===== config.mk =====
export PLATFORM = sky130hd
export DESIGN_NAME = i2c_fifo
export DESIGN_NICKNAME = d
export VERILOG_FILES = /design/src/rtl/i2c_fifo.sv
export SDC_FILE = /design/constraint.sdc
export NUM_CORES = 1
export LEC_CHECK = 0
export ABC_CLOCK_PERIOD_IN_PS = 5120
export CAP_MARGIN = 20
export CORE_ASPECT_RATIO = 1.2
export CORE_UTILIZATION = 50
export CTS_CLUSTER_DIAMETER = 80
export DETAILED_ROUTE_END_ITERATION = 10
export PLACE_DENSITY = 0.68
export SLEW_MARGIN = 10
export SYNTH_ARGS = -nofsm -noshare
export SYNTH_HDL_FRONTEND = slang
export SYNTH_SLANG_ARGS = --single-unit

===== constraint.sdc =====
create_clock -name clk -period 5.12 [get_ports clk]
set_input_delay 1.024 -clock clk [delete_from_list [all_inputs] [get_ports clk]]
set_output_delay 1.024 -clock clk [all_outputs]
set_load 0.01 [all_outputs]

===== src/rtl/i2c_fifo.sv =====
// i2c_fifo: TX (10-bit) and RX (8-bit) first-word-fall-through FIFOs between register block and I2C bus controller
// Event pulses are registered from the current/next occupancy of each buffer.
module i2c_fifo_buf #(
    parameter int DEPTH = 16,
    parameter int W     = 8
) (
    input  logic         clk,
    input  logic         rstn,
    input  logic         srstn,
    input  logic         i_wr,
    input  logic [W-1:0] i_wdat,
    input  logic         i_rd,
    output logic [4:0]   o_ocy,
    output logic [4:0]   o_nxt,
    output logic [W-1:0] o_dat,
    output logic         o_ovf
);
    localparam int AW = $clog2(DEPTH);
    localparam logic [4:0] FULL = 5'(DEPTH);
    logic [W-1:0]  r_mem [DEPTH];
    logic [AW-1:0] r_wp;
    logic [AW-1:0] r_rp;
    logic [4:0]    r_ocy;
    logic          w_rd;
    logic          w_wr;
    assign w_rd  = srstn && i_rd && r_ocy != 5'd0;
    // a full buffer still takes a push when a pop frees the slot in the same cycle
    assign w_wr  = srstn && i_wr && (r_ocy != FULL || w_rd);
    assign o_ovf = srstn && i_wr && !w_wr;
    assign o_nxt = (w_wr && !w_rd) ? r_ocy + 5'd1 : (w_rd && !w_wr) ? r_ocy - 5'd1 : r_ocy;
    assign o_ocy = r_ocy;
    assign o_dat = (r_ocy == 5'd0) ? '0 : r_mem[r_rp];
    always_ff @(posedge clk)
        if (w_wr) r_mem[r_wp] <= i_wdat;
    always_ff @(posedge clk or negedge rstn) begin
        if (!rstn) begin
            r_wp  <= '0;
            r_rp  <= '0;
            r_ocy <= '0;
        end else if (!srstn) begin
            r_wp  <= '0;
            r_rp  <= '0;
            r_ocy <= '0;
        end else begin
            if (w_wr) r_wp <= r_wp + 1'b1;
            if (w_rd) r_rp <= r_rp + 1'b1;
            r_ocy <= o_nxt;
        end
    end
endmodule

module i2c_fifo #(
    parameter int DEPTH = 16
) (
    input  logic       clk,
    input  logic       rstn,
    input  logic       srstn,
    input  logic       tx_fifo_wr,
    input  logic [9:0] tx_fifo_wdat,
    output logic [4:0] tx_fifo_ocy,
    output logic       tx_vld,
    output logic [9:0] tx_dat,
    input  logic       tx_rd,
    input  logic       rx_wr,
    input  logic [7:0] rx_wdat,
    input  logic       rx_fifo_rd,
    output logic [7:0] rx_fifo_rdat,
    output logic [4:0] rx_fifo_ocy,
    input  logic [4:0] rx_fifo_pirq,
    output logic [5:0] fifo_irq
);
    localparam logic [4:0] FULL = 5'(DEPTH);
    localparam logic [4:0] HALF = 5'(DEPTH / 2);
    logic [4:0] w_tx_nxt;
    logic [4:0] w_rx_nxt;
    logic       w_tx_ovf;
    logic       w_rx_ovf;
    logic [5:0] w_irq;
    logic [5:0] r_irq;
    i2c_fifo_buf #(.DEPTH(DEPTH), .W(10)) u_tx (
        .clk(clk), .rstn(rstn), .srstn(srstn),
        .i_wr(tx_fifo_wr), .i_wdat(tx_fifo_wdat), .i_rd(tx_rd),
        .o_ocy(tx_fifo_ocy), .o_nxt(w_tx_nxt), .o_dat(tx_dat), .o_ovf(w_tx_ovf)
    );
    i2c_fifo_buf #(.DEPTH(DEPTH), .W(8)) u_rx (
        .clk(clk), .rstn(rstn), .srstn(srstn),
        .i_wr(rx_wr), .i_wdat(rx_wdat), .i_rd(rx_fifo_rd),
        .o_ocy(rx_fifo_ocy), .o_nxt(w_rx_nxt), .o_dat(rx_fifo_rdat), .o_ovf(w_rx_ovf)
    );
    assign tx_vld = tx_fifo_ocy != 5'd0;
    // threshold compared at 6 bits so pirq=31 (target 32) can never match
    assign w_irq = {
        w_rx_ovf,
        w_tx_ovf,
        w_rx_nxt != rx_fifo_ocy && {1'b0, w_rx_nxt} == {1'b0, rx_fifo_pirq} + 6'd1,
        rx_fifo_ocy == FULL - 5'd1 && w_rx_nxt == FULL,
        tx_fifo_ocy == HALF + 5'd1 && w_tx_nxt == HALF,
        tx_fifo_ocy == 5'd1 && w_tx_nxt == 5'd0
    };
    always_ff @(posedge clk or negedge rstn)
        if (!rstn) r_irq <= '0;
        else r_irq <= srstn ? w_irq : 6'h00;
    assign fifo_irq = r_irq;
endmodule


# Yosys cells after proc, flatten, opt, wreduce, memory -nomap -nowiden
# Memory sizes are Yosys's and may differ from the RTL's.
# Cells that the tools add are included.
# op_classes
reduce_logical	29
mux	21
add_sub_neg	9
n_eq_ne	13
# op_table
op	n
4-bit two-way mux	8
5-bit two-way mux	6
1-bit logical AND	18
4-bit by 1-bit adder with 4-bit output (second input constant)	4
5-bit by 4-bit equality test with 1-bit output (second input constant)	3
5-bit zero test	3
5-bit by 1-bit adder with 5-bit output (second input constant)	2
10-bit two-way mux	1
5-bit inequality test (second input constant)	2
5-bit nonzero test	2
5-bit by 1-bit subtractor with 5-bit output (second input constant)	2
8-bit two-way mux	1
2-bit by 1-bit inequality test with 1-bit output (second input constant)	4
5-bit by 1-bit adder with 6-bit output (second input constant)	1
5-bit by 6-bit equality test with 1-bit output	1
6-bit two-way mux	1
5-bit by 1-bit equality test with 1-bit output (second input constant)	1
5-bit equality test (second input constant)	1
5-bit inequality test	1
1-bit zero test	4
1-bit two-way mux	4
1-bit logical OR	2
# totals
output_inout_bits	35
memories	2
register_bits	32
elab_cells	81
in_bits	30
ramBits	288
# mem_list
memory	depth	width	rd	rd_ports_with_merged_regs	wr	line_no	rtl
u_tx.r_mem	16	10	1	0	1	20	logic [W-1:0] r_mem [DEPTH];
u_rx.r_mem	16	8	1	0	1	20	

# Longest topological paths before layout
# depth
depth_word	11
ltp_mapped	8
mapped_depth_nobuf	8

# Cells and area by module
# Synthesis repeated with hierarchy kept, for this count alone.
# hier_totals
cells_unflattened	738
area_unflattened_um2	13513.0
# modules_own_cells
mod	seq_area_each_um2	cells_each	n_inst	area_per_inst_um2
i2c_fifo_buf at u_tx	5129.9	379	1	7188.1
i2c_fifo_buf at u_rx	4169.0	317	1	5903.2
i2c_fifo	150.1	42	1	421.7

# Worst setup path after synthesis
# Ideal clock, no wire load.
# synth_path
path_type	input to register
startpoint	input port tx_fifo_wr
endpoint	memory u_tx.r_mem[3][0], enable pin
path_slack_ps	2057
setup_ps	404
required_ps	4716
path_buffers	1
arrival_time_ps	2659
cell_stages	4
cell_sequence	clkbuf_1 > nand2_1 > a41o_1 > nor4_1
# synth_between
elab_chain_cells	4
# synth_lines
item	line_no	rtl
from (decl)	58	input logic tx_fifo_wr,
1-bit logical AND (2 in series)	28	assign w_wr = srstn && i_wr && (r_ocy != FULL || w_rd);
1-bit two-way mux	34	if (w_wr) r_mem[r_wp] <= i_wdat;
1-bit two-way mux (implied by the code)	34	
to (decl)	20	
# Every way passes these cells.

# Worst setup path in the final report
# layout_path
startpoint	register u_tx.r_rp[0]
endpoint	output port tx_dat[3]
# layout_between
elab_chain_cells	2
# layout_lines
item	line_no	rtl
from (decl)	22	logic [AW-1:0] r_rp;
from (signal assigned)	46	if (w_rd) r_rp <= r_rp + 1'b1;
memory 16 x 10 bit	--	
10-bit two-way mux	32	assign o_dat = (r_ocy == 5'd0) ? '0 : r_mem[r_rp];
to (decl)	62	output logic [9:0] tx_dat,
# Every way passes these cells.

==> metrics.md <==
| Metric | Value |
|---|---|
| Status | `completed` |
| Top-area cell type share of the netlist area | `64.5%` |
| Max-Cap Viols | `0` |
| FMAX | `226 MHz` |
| Yosys cell types | `62` |
| Final hold vios | `0` |
| Global-route wire length before repair | `44300 µm` |
| Most common cell after layout, fill and taps aside | `edfxtp_1` |
| Crit path launch | `u_tx.r_rp[0]` |
| Bufs and invs on worst path | `1` |
| DRC violations left | `0` |
| Register cell area after layout | `0.00945 mm²` |
| CP required | `4.10 ns` |
| CTS H-tree lvls | `1` |
| Post-route setup TNS | `0 ns` |
| Sequential-to-total area share from yosys stat | `70.5%` |
| Area grow syn2layout | `15.0%` |
| CP arrival | `3.40 ns` |
| Vias/cell | `6.08` |
| Pin count of the biggest net entering global routing | `52` |
| GRT Total Usage | `21.7%` |
| CTS hold repair buffers | `0` |
| Clock power frac | `35.5%` |
| Pwr dens | `404 mW/mm²` |
| Sink Count | `320` |
| Setup crit end kind | `output port` |
| Iter 0 DRT Violations | `539` |
| Filler Cell Count | `1999` |
| Vias in the first global route | `7438` |
| CP Launch Type | `register` |
| Area of the multi-input gates | `0.00371 mm²` |
| Final instance area | `0.0154 mm²` |
| N_diodes | `0` |
| P_leak | `4.97 nW` |
| CTS tree | `done` |
| HP Class | `in -> async` |
| Skew-Pair Late Insertion Delay | `0.57 ns` |
| GR Overflow Total | `0` |
| WS Path Type | `reg -> out` |
| Rows | `65` |
| Clock period minus worst slack | `4.42 ns` |
| Vias post-DR | `7219` |
| Slowest cell on crit path | `dfrtp_4` |
| Area leader, netlist | `edfxtp_1` |
| Dpl cell area | `0.0144 mm²` |
| Sw Share | `25.1%` |
| Core area | `0.0264 mm²` |
| Max Root-Sink Buffers | `3` |
| Register share of total power | `48.6%` |
| Die ar. | `0.0275 mm²` |
| IO Port Bufs | `64` |
| Synth Warn # | `0` |
| Root Driver | `clkbuf_16` |
| Starting Density | `50.9%` |
| Net Switching | `1.56 mW` |
| Setup violations, final | `0` |
| Placer Congestion | `0.892` |
| Slew @ Worst Pin | `1.00 ns` |
| Drt wl/cell | `24.0 µm` |
| Fin nets | `879` |
| Post-Syn Area | `0.0134 mm²` |
| Synth area leaders | `edfxtp_1 65%, mux4_2 10%, dfrtp_1 6.0%` |
| Synth Register Bits | `320` |
| Post-synth EDFFs | `288` |
| Setup Fix Bufs, Post-CTS | `0` |
| Max Clock Skew | `0.0124 ns` |
| Most common flop cell mapped by yosys | `edfxtp_1` |
| Share of cells above drive strength 1 | `16.9%` |
| Number of buffers created by CTS | `31` |
| RSZ-0062 raised after global routing | `false` |
| Comb pwr share | `16.0%` |
| CP Cell Sequence | `mux2i_1, o221ai_1, o21ai_0, a211oi_1, clkdlybuf4s50_1` |
| IO Pins | `65` |
| Die Y | `181 µm` |
| Antenna viol nets, final | `0` |
| Most frequent cells in the layout | `288 x edfxtp_1, 63 x clkdlybuf4s50_1, 60 x mux4_2` |
| Synth async-reset ratio | `10.0%` |
| HPWL after detailed placement | `19200 µm` |
| Crit path max fanout | `51` |
| Post-cts gate resize count | `0` |
| Delay of the slowest cell on the worst path | `1.03 ns` |
| Max IR drop VDD | `0.305 mV` |
| Slew margin rel. | `32.9%` |
| Net count after synthesis | `806` |
| Die W | `151 µm` |
| Fin crit share | `86.4%` |
| Pint | `4.67 mW` |
| Routed WL | `28500 µm` |
| Syn avg cell area | `17.7 µm²` |
| Largest delay contributor family on the critical path | `flip-flops` |
| Mapped Cells | `758` |
| R2R Path Start | `u_tx.o_ocy[1]` |
| Worst-path clk slew | `0.07 ns` |
| Initial antenna violation count | `0` |
| Final count of pins violating max slew | `0` |
| DRT Pass-1 Iters | `4` |
cell families (layout without fill, tap and decap cells):
logic type | Yosys count | count (layout) | share of synthesized area [%]
AOI/OAI and AO/OA | 95 | 95 | 5.31
xor gates and xnor gates | 19 | 19 | 1.24
adders and majority gates | 18 | 18 | 1.68
buffers and inverters | 64 | 159 | 1.97
DFF | 320 | 320 | 70.5
muxes | 102 | 102 | 13.3
and+or+nand+nor | 140 | 140 | 6.02
per-stage QoR:
step | total power, mW | worst slack [ns] | cells | hold slack [ns] | util [%]
after floorplan | 3.70 | 2.06 | 758 | 0.553 | -
after global placement | 4.06 | 1.17 | 1133 | 0.570 | 54.8
after detailed placement | 4.08 | 1.04 | 1133 | 0.591 | 54.8
after CTS | 6.28 | 0.664 | 1188 | 0.553 | 58.5
after global routing | 6.46 | 0.538 | 1188 | 0.592 | 58.5
final | 6.23 | 0.698 | 1188 | 0.534 | 58.5
metal layers:
metal	track usage [%]	vias to the layer above	part of all wire, %
li1	-	3203	-
met1	27.7	3717	39
met2	37.3	236	52
met3	2.93	63	5.1
met4	8.28	0	3.5
met5	0	-	0
cell type report:
cell class	instances	share of cell area (%)
Inverter	22	0.536
Sequential cell	320	61.3
Tap cell	335	2.72
Timing Repair Buffer	82	5.00
Clock inverter	19	1.18
Clock buffer	36	5.15
Multi-Input combinational cell	374	24.1
cells in the mapped netlist, drive strengths merged (13+ instances only):
master,n
and2,27
mux4,60
nand2,22
buf,15
nor2,26
clkbuf,27
inv,22
ha,18
nor3,13
a211oi,13
o21ai,16
mux2i,41
dfrtp,32
edfxtp,288
worst paths after layout:
path,endpoint,slack [ns],cells after the start
worst max register to register,fifo_irq[1],2.23,8
worst min register to register,u_rx.r_wp[0],0.61,2
max in group asynchronous,u_tx.r_rp[0],4.00,1
min in group clk,u_rx.r_wp[0],0.61,2
worst max-delay path,tx_dat[3],0.70,5
worst min-delay path,fifo_irq[4],0.53,1
power groups by stage:
stage	sequential, mW	clock, mW	combinational (mW)
2_1_floorplan	2.98	0	0.719
3_3_place_gp	3.08	0	0.984
3_5_place_dp	3.08	0	1.00
4_1_cts	3.03	2.24	1.00
5_1_grt	3.04	2.34	1.08
6_report	3.03	2.21	0.997
registers in the layout (all words and copies together) (netlist names):
name and cells:
u_rx.r_mem 128, u_rx.r_wp 4, u_rx.r_rp 4, u_rx.o_ocy 5
u_tx.r_mem 160, u_tx.o_ocy 5, fifo_irq 6, u_tx.r_wp 4
u_tx.r_rp 4
Note: power is estimated with default switching activity, not from simulation.
